### src/rtl/dcache_ctrl.sv
// rtl/dcache_ctrl.sv - data-cache controller: broadcast lookup, TTL victim fill, bounded refill retry
module dcache_ctrl #(
  parameter int NUMLINES = 4,
  parameter int ADDRBITS = 32,
  parameter int DATABITS = 32,
  parameter int TTLBITS  = 8,
  parameter int MAXTTL   = 255,
  parameter int MAXRETRY = 3
) (
  input  logic                         clk,
  input  logic                         reset_n,
  input  logic [ADDRBITS-1:0]          cpu_addr,
  input  logic [DATABITS-1:0]          cpu_datain,
  input  logic                         cpu_rdreq,
  input  logic                         cpu_wrreq,
  output logic [DATABITS-1:0]          cpu_dataout,
  output logic                         cpu_valid,
  output logic                         cpu_err,
  output logic                         cpu_busy,
  output logic [ADDRBITS-1:0]          dcache_addr,
  output logic [DATABITS-1:0]          dcache_datain,
  output logic                         dcache_rdreq,
  output logic                         dcache_wrreq,
  input  logic [NUMLINES*DATABITS-1:0] line_out,
  input  logic [NUMLINES-1:0]          line_valid,
  input  logic [NUMLINES-1:0]          line_busy,
  output logic [NUMLINES-1:0]          line_fill,
  output logic                         multihit
);

  localparam int IDXBITS   = (NUMLINES > 1) ? $clog2(NUMLINES) : 1;
  localparam int RETRYBITS = (MAXRETRY > 0) ? $clog2(MAXRETRY + 1) : 1;

  typedef enum logic [2:0] {
    S_IDLE,
    S_ISSUE,
    S_LOOKUP,
    S_VICTIM,
    S_ARM,
    S_WAIT
  } state_t;

  state_t                state_q;
  logic [ADDRBITS-1:0]   addr_q;
  logic [DATABITS-1:0]   wdata_q;
  logic [DATABITS-1:0]   dout_q;
  logic                  is_wr_q;
  logic                  rdreq_q;
  logic                  wrreq_q;
  logic                  valid_q;
  logic                  err_q;
  logic                  busy_q;
  logic                  multi_q;
  logic [NUMLINES-1:0]   fill_q;
  logic [IDXBITS-1:0]    victim_q;
  logic [RETRYBITS-1:0]  retry_q;
  logic [TTLBITS-1:0]    ttl_q [NUMLINES];

  logic [IDXBITS-1:0]    hit_idx_d;
  logic                  multi_hit_d;
  logic [DATABITS-1:0]   hit_data_d;
  logic [TTLBITS-1:0]    ttl_hit_d [NUMLINES];
  logic                  vic_found_d;
  logic [IDXBITS-1:0]    vic_idx_d;
  logic [TTLBITS-1:0]    vic_ttl_d;

  assign cpu_dataout   = dout_q;
  assign cpu_valid     = valid_q;
  assign cpu_err       = err_q;
  assign cpu_busy      = busy_q;
  assign dcache_addr   = addr_q;
  assign dcache_datain = wdata_q;
  assign dcache_rdreq  = rdreq_q;
  assign dcache_wrreq  = wrreq_q;
  assign line_fill     = fill_q;
  assign multihit      = multi_q;

  // Lowest-index responding line wins; flag when more than one line answered
  always_comb begin
    hit_idx_d = '0;
    for (int i = NUMLINES - 1; i >= 0; i--) begin
      if (line_valid[i]) hit_idx_d = IDXBITS'(i);
    end
    multi_hit_d = (line_valid & (line_valid - NUMLINES'(1))) != '0;
    hit_data_d  = line_out[int'(hit_idx_d) * DATABITS +: DATABITS];
  end

  // Ages after a hit: winner refreshed to MAXTTL, every other line decays toward zero
  always_comb begin
    for (int i = 0; i < NUMLINES; i++) begin
      if (IDXBITS'(i) == hit_idx_d) begin
        ttl_hit_d[i] = TTLBITS'(MAXTTL);
      end else if (ttl_q[i] == '0) begin
        ttl_hit_d[i] = '0;
      end else begin
        ttl_hit_d[i] = ttl_q[i] - TTLBITS'(1);
      end
    end
  end

  // Victim: idle line with the smallest age, strict compare keeps ties on the lowest index
  always_comb begin
    vic_found_d = 1'b0;
    vic_idx_d   = '0;
    vic_ttl_d   = '1;
    for (int i = 0; i < NUMLINES; i++) begin
      if (!line_busy[i] && (!vic_found_d || ttl_q[i] < vic_ttl_d)) begin
        vic_found_d = 1'b1;
        vic_idx_d   = IDXBITS'(i);
        vic_ttl_d   = ttl_q[i];
      end
    end
  end

  // Request sequencer; every output is a register, strobes self-clear each cycle
  always_ff @(posedge clk) begin
    if (!reset_n) begin
      state_q  <= S_IDLE;
      addr_q   <= '0;
      wdata_q  <= '0;
      dout_q   <= '0;
      is_wr_q  <= 1'b0;
      rdreq_q  <= 1'b0;
      wrreq_q  <= 1'b0;
      valid_q  <= 1'b0;
      err_q    <= 1'b0;
      busy_q   <= 1'b0;
      multi_q  <= 1'b0;
      fill_q   <= '0;
      victim_q <= '0;
      retry_q  <= '0;
      for (int i = 0; i < NUMLINES; i++) ttl_q[i] <= '0;
    end else begin
      rdreq_q <= 1'b0;
      wrreq_q <= 1'b0;
      valid_q <= 1'b0;
      err_q   <= 1'b0;
      fill_q  <= '0;
      case (state_q)
        S_IDLE: begin
          // The CPU still holds its request during the completion cycle, so skip it then
          if ((cpu_rdreq || cpu_wrreq) && !valid_q) begin
            addr_q  <= cpu_addr;
            wdata_q <= cpu_datain;
            is_wr_q <= cpu_wrreq;
            rdreq_q <= !cpu_wrreq;
            wrreq_q <= cpu_wrreq;
            retry_q <= '0;
            busy_q  <= 1'b1;
            state_q <= S_ISSUE;
          end
        end
        S_ISSUE: begin
          state_q <= S_LOOKUP;
        end
        S_LOOKUP: begin
          if (line_valid != '0) begin
            if (multi_hit_d) multi_q <= 1'b1;
            if (!is_wr_q) dout_q <= hit_data_d;
            ttl_q   <= ttl_hit_d;
            valid_q <= 1'b1;
            busy_q  <= 1'b0;
            state_q <= S_IDLE;
          end else if (retry_q == RETRYBITS'(MAXRETRY)) begin
            valid_q <= 1'b1;
            err_q   <= 1'b1;
            busy_q  <= 1'b0;
            state_q <= S_IDLE;
          end else begin
            state_q <= S_VICTIM;
          end
        end
        S_VICTIM: begin
          if (vic_found_d) begin
            fill_q           <= NUMLINES'(1) << vic_idx_d;
            victim_q         <= vic_idx_d;
            ttl_q[vic_idx_d] <= TTLBITS'(MAXTTL);
            retry_q          <= retry_q + RETRYBITS'(1);
            state_q          <= S_ARM;
          end
        end
        S_ARM: begin
          state_q <= S_WAIT;
        end
        S_WAIT: begin
          if (!line_busy[victim_q]) begin
            rdreq_q <= !is_wr_q;
            wrreq_q <= is_wr_q;
            state_q <= S_ISSUE;
          end
        end
        default: begin
          state_q <= S_IDLE;
        end
      endcase
    end
  end

endmodule

### config.mk
export PLATFORM = sky130hd
export DESIGN_NAME = dcache_ctrl
export DESIGN_NICKNAME = d
export VERILOG_FILES = /design/src/rtl/dcache_ctrl.sv
export SDC_FILE = /design/constraint.sdc
export NUM_CORES = 1
export LEC_CHECK = 0
export CORE_ASPECT_RATIO = 0.8
export CORE_MARGIN = 2
export CORE_UTILIZATION = 44
export DETAILED_ROUTE_END_ITERATION = 6
export GPL_TIMING_DRIVEN = 0
export PLACE_DENSITY_LB_ADDON = 0.25
export SLEW_MARGIN = 30
export SYNTH_ARGS = -nofsm -noshare
export SYNTH_HDL_FRONTEND = slang
export SYNTH_SLANG_ARGS = --single-unit
### constraint.sdc
create_clock -name clk -period 9.7 [get_ports clk]
set_input_delay 2.91 -clock clk [delete_from_list [all_inputs] [get_ports clk]]
set_output_delay 2.91 -clock clk [all_outputs]
set_load 0.05 [all_outputs]
* Word level (Yosys, flattened, before mapping) *
Cells that the tools add are included.

operators by class
  bitwise operators = 6
  shift-type cells = 2
  equal/unequal tests = 14
  multiplexer cells = 50
  add/sub/neg operators = 6
  order comparisons = 6
  reduce and logical (&&, ||, !) cells = 39

operators with widths
  operator             count
  $shiftx 128x8->32    1
  $mux 8               12
  $mux 32              2
  $pmux 32 s2          1
  $logic_not 8->1      4
  $or 32x32->32        1
  $sub 8x1->8 const B  4
  $lt 8x8->1           3
  $reduce_and 3->1     7
  $mux 2               10
  $pmux 3 s6           1
  $demux 8 s2          1
  $mux 1               15
  $mux 3               3
  $logic_not 1->1      8
  $ne 2x2->1 const B   4
  $reduce_bool 4->1    2
  $eq 3x2->1 const B   2
  $eq 3x3->1 const B   2
  $pmux 1 s2           3
  $reduce_and 2->1     3
  $reduce_bool 2->1    3
  $logic_and 1x1->1    5
  $and 4x4->4          1
  other kinds (19)     25

storage, ports and cells
  word-level logic and storage cells = 141
  bits in registers = 146
  output and inout bits = 106

* Longest topological paths before layout *
  word-level depth = 21
  depth in mapped cells = 31

* Worst setup path before layout *
OpenSTA, ideal clock, no wires.

  kind = input -> register
  start = in line_busy[0]
  end = reg ttl_q[26] in the netlist's numbering
  data arrival time = 8.767 ns
  setup time = 0.116 ns
  stages = 29
  path slack = 0.817 ns
  cell sequence = buf_6 -> clkbuf_1 -> nor2_1 -> ha_1 -> nand4_1 -> or4_4 -> a21oi_2 -> or2_2 -> clkbuf_1 -> clkbuf_1 -> o21ai_0 -> ha_1 -> nand4_1 -> or2_2 -> a21oi_1 -> a221o_2 -> buf_2 -> mux2_2 -> ha_1 -> a21oi_1 -> nor2b_1 -> o21ai_0 -> o211ai_1 -> nor3_1 -> o221ai_2 -> and2_1 -> buf_4 -> a31o_2 -> o211a_1

on the way
  longest elaborated chain between the ends = 21
  elaborated cells between the ends (all ways) = 32

RTL lines
  element                                                                line  text
  from (decl)                                                            26    input logic [NUMLINES-1:0] line_busy,
  $mux 8                                                                 107   if (!line_busy[i] && (!vic_found_d || ttl_q[i] < vic_ttl_d)) begin
  $lt 8x8->1                                                             107
  $logic_or 1x1->1                                                       107
  $logic_and 1x1->1                                                      107
  $mux 8 / $mux 1 (equally long branches)                                107
  $lt 8x8->1 / $logic_not 1->1 (equally long branches)                   107
  $logic_or 1x1->1                                                       107
  $logic_and 1x1->1                                                      107
  (+5 left out)                                                          -
  $not 2->3 (not written as such)                                        177   ttl_q[vic_idx_d] <= TTLBITS'(MAXTTL);
  $ge 3x3->1 (not written as such) / $lt 3x1->1 (equally long branches)  177
  $logic_and 1x1->1 (not written as such)                                177
  $mux 8 (not written as such)                                           177
  $demux 8 s2                                                            177
  $or 32x32->32 (no line)                                                -
  $mux 32                                                                174   if (vic_found_d) begin
  $pmux 32 s2                                                            139   case (state_q)
  to (signal assigned)                                                   160   ttl_q <= ttl_hit_d;
  to (signal, indexed assignment)                                        177
  to (decl)                                                              57    logic [TTLBITS-1:0] ttl_q [NUMLINES];

Several ways; a longest one is shown, not always the timed one. The select of a mux whose other input is x is not followed.
A chain may end at the register's enable or synchronous reset.

* Worst setup path in the final report *
  start = in line_busy[0]
  end = reg ttl_q[24] in the netlist's numbering

Same word-level chain as after synthesis.

==> summary.txt <==
Timing
  • Max Clock Freq: approximately 110 MHz
  • Final setup TNS: 0 ps
  • Hold Fails Final Rpt: 0
  • Hold slack final: 455 ps
  • Final Max Slew Viols: 0
  • Crit path time final: just over 9000 ps
  • Fin Clk Skew: just under 10 ps
  • Final setup vio count: 0
  • Worst slew pin tran: 908 ps
  • Slew margin rel.: 39.5%
  • RSZ-0062 raised after global routing: false
  • Crit share post-route: a little over nine tenths

Status
  • Status: complete, but fails checks
  • Failing checks: DRC

Global routing
  • First-pass GRT wire length: 41200 um
  • GR Util All Layers: between 20% and 30%
  • Grt total ovfl: 0
  • Initial antenna violation count: 0
  • Largest net degree at the start of global routing: 17
  • Vias in the first global route: 8026

Placement
  • GPL Wtd Cong: between 0.9 and 1
  • Port bufs: between 300 and 400
  • Post-detail-place hpwl: about 21000 um

Floorplan
  • Die W: 150 um
  • Rows: 42
  • DIE AREA: 0.0181 mm2
  • CORE AREA: about 0.017 mm2
  • Die H: 121 um
  • Effective utilization at floorplan: 45.1%
  • Io pins: 310

Synth
  • Post-synth EDFFs: 0
  • Fraction of registers with async set/reset: 0%
  • FF+latch count, synth: roughly 150
  • Cell Area, Synth: around 0.0075 mm2
  • Mean post-synth cell area: slightly above 8 um2
  • Cells after Synth: approximately 920
  • Main synth FF type: dfxtp_1
  • Post-Syn Nets: ~1100
  • Ys Warns: 0
  • Sequential fraction of the synthesis area: between 30 and 40%
  • Synth cell types: 73

Final layout
  • Fillers: ~1400
  • Final Util: between 60% and 70%
  • Commonest cells after routing, fill and taps aside: 306 x clkdlybuf4s50_1, 161 x nand2_1, 146 x dfxtp_1, 103 x a21oi_1, 94 x nor2_1
  • Layout cell share with drive strength beyond 1: 8.37%
  • Area growth, synth to finish: 52.4%
  • Layout net count: 1469
  • Multi-input logic area: around 0.0042 mm2
  • Sequential cell area: about 0.0029 mm2
  • Commonest non-fill, non-tap cell in the layout: clkdlybuf4s50_1

Clock network
  • Clk pin slew, worst setup/hold paths: 70 ps
  • Setup bufs post-CTS: 0
  • CTS tree: built
  • Clock Tree Buf Depth: 2
  • Worst-Skew Late Latency: between 400 and 500 ps
  • CTS Buf Count: 17
  • Clk sinks: between 100 and 150
  • H-tree levels: 4
  • Root buf cell: clkbuf_16

Critical path
  • Setup CP Type: in -> reg
  • Crit-path slowest cell: or4_4
  • WP data arrival: 9650 ps
  • Max incr delay on CP: between 500 and 600 ps
  • Cell seen most often among critical-path stages: ha_1
  • Crit path max fanout: 10
  • Crit start category: input pin
  • Worst EP required: around 10000 ps
  • Endpoint class of the critical path: register

Routing
  • Initial DRT Pass Iterations: 7
  • Final ANT Viol Nets: 0
  • DR WL/cell: between 15 and 20 um
  • DRC: 14
  • Vias/cell: around 5.7
  • Routed vias: between 8000 and 9000
  • Final WL: 27000 um
  • Detailed Route Iter0 Violations: between 600 and 700

Pwr
  • PD cells: roughly 210 mW/mm2
  • Worst ir drop on vdd: approximately 0.12 mV
  • Pleak: ~4.3 nW

Worst hold path
  • Hold Path Class: reg -> reg

Job
  • Max cap viols: 0
[path summary, 6_finish.rpt]
kind	startpoint	to	slack [ps]	cells past startpoint
setup / recovery	line_busy[0]	ttl_q[24]	370	29
hold / removal	dcache_datain[29]	dcache_datain[29]	450	2
setup reg to reg	ttl_q[29]	ttl_q[24]	2760	27
hold reg to reg	dcache_datain[29]	dcache_datain[29]	450	2
[power by group]
group          switching, mW  internal (mW)
combinational          0.578          0.371
sequential            0.0682          0.682
clock                  0.297          0.347
total                  0.943           1.40
[what timing repair did]
item	CTS	global route
resized for setup	0	4
hold buffers	0	0
endpoints found under the setup margin	0	30
[Yosys cell counts, drive strengths merged (3+ instances only)]
| cell | number | share of area [%] |
|---|---|---|
| a211oi | 35 | 3.5 |
| a21boi | 3 | 0.30 |
| a21o | 4 | 0.40 |
| a21oi | 106 | 7.2 |
| a221oi | 4 | 0.70 |
| a222oi | 32 | 4.3 |
| a31oi | 6 | 0.50 |
| a32o | 3 | 0.40 |
| and2 | 6 | 0.50 |
| buf | 8 | 0.64 |
| clkbuf | 62 | 3.1 |
| dfxtp | 146 | 39 |
| ha | 24 | 4.0 |
| inv | 17 | 0.85 |
| mux2 | 35 | 5.3 |
| nand2 | 161 | 8.1 |
| nand2b | 8 | 0.67 |
| nand3 | 8 | 0.70 |
| nand4 | 8 | 0.67 |
| nor2 | 95 | 4.9 |
| nor2b | 3 | 0.25 |
| nor3 | 25 | 1.7 |
| nor3b | 6 | 0.60 |
| nor4 | 5 | 0.42 |
| o211a | 11 | 1.5 |
| o21ai | 31 | 2.1 |
| o221a | 9 | 1.4 |
| or2 | 4 | 0.33 |
| or3 | 8 | 0.69 |
[registers in the layout, indices dropped and copies added (netlist names)]
| signal | cells |
|---|---|
| cpu_valid | 1 |
| dcache_wrreq | 1 |
| cpu_dataout | 32 |
| dcache_addr | 32 |
| cpu_busy | 1 |
| cpu_err | 1 |
| dcache_datain | 32 |
| state_q | 3 |
| line_fill | 4 |
| dcache_rdreq | 1 |
| is_wr_q | 1 |
| ttl_q | 32 |
| victim_q | 2 |
| retry_q | 2 |
| multihit | 1 |
[logic make-up (layout without fill, tap and decap cells)]
family                   after synthesis  in the layout  share of synthesized area (%)
XOR/XNOR                               2              2                          0.234
other                                  0              1                              0
flip-flops                           146            146                           39.1
adder cells (fa/ha/maj)               25             25                           4.15
buffers and inverters                 87            425                           4.60
AND/OR/NAND/NOR                      345            345                           20.4
AO/OA/AOI/OAI                        274            274                           25.9
multiplexers                          37             37                           5.70
[metrics by stage]
stage               cell area, um2  setup slack (ps)  power [mW]  instances
finish                       11400               370        2.34       1475
global placement             10800              -217        1.68       1442
CTS                          11400               162        2.34       1474
detailed placement           10800              -267        1.70       1442
floorplan                     7480               817        1.37        916
global route                 11400              37.5        2.46       1474
[routing by layer]
layer | GRT usage (%) | up-vias | wire, um
met5 | 0 | - | 0
met3 | 7.77 | 75 | 2250
li1 | - | 3997 | -
met4 | 12.0 | 0 | 975
met2 | 49.2 | 407 | 12800
met1 | 35.0 | 3889 | 10900
[critical path: cells and delay by family]
| family | cells | cell delay (ps) |
|---|---|---|
| mux | 1 | 380 |
| compound gates | 10 | 2070 |
| buf+inv | 6 | 1330 |
| fa+ha+maj | 3 | 1000 |
| simple gates | 9 | 1960 |
[cell type report]
type / instances / area share, %
Clock inverter: 14 / 1.21
Clock buffer: 18 / 3.85
Sequential cell: 146 / 25.6
Multi-Input combinational cell: 683 / 37.0
Tap cell: 220 / 2.41
Timing Repair Buffer: 306 / 26.8
Antenna cell: 1 / 0.0219
Inverter: 17 / 0.559
Buffer: 70 / 2.48
Note: power is estimated with default switching activity, not from simulation.
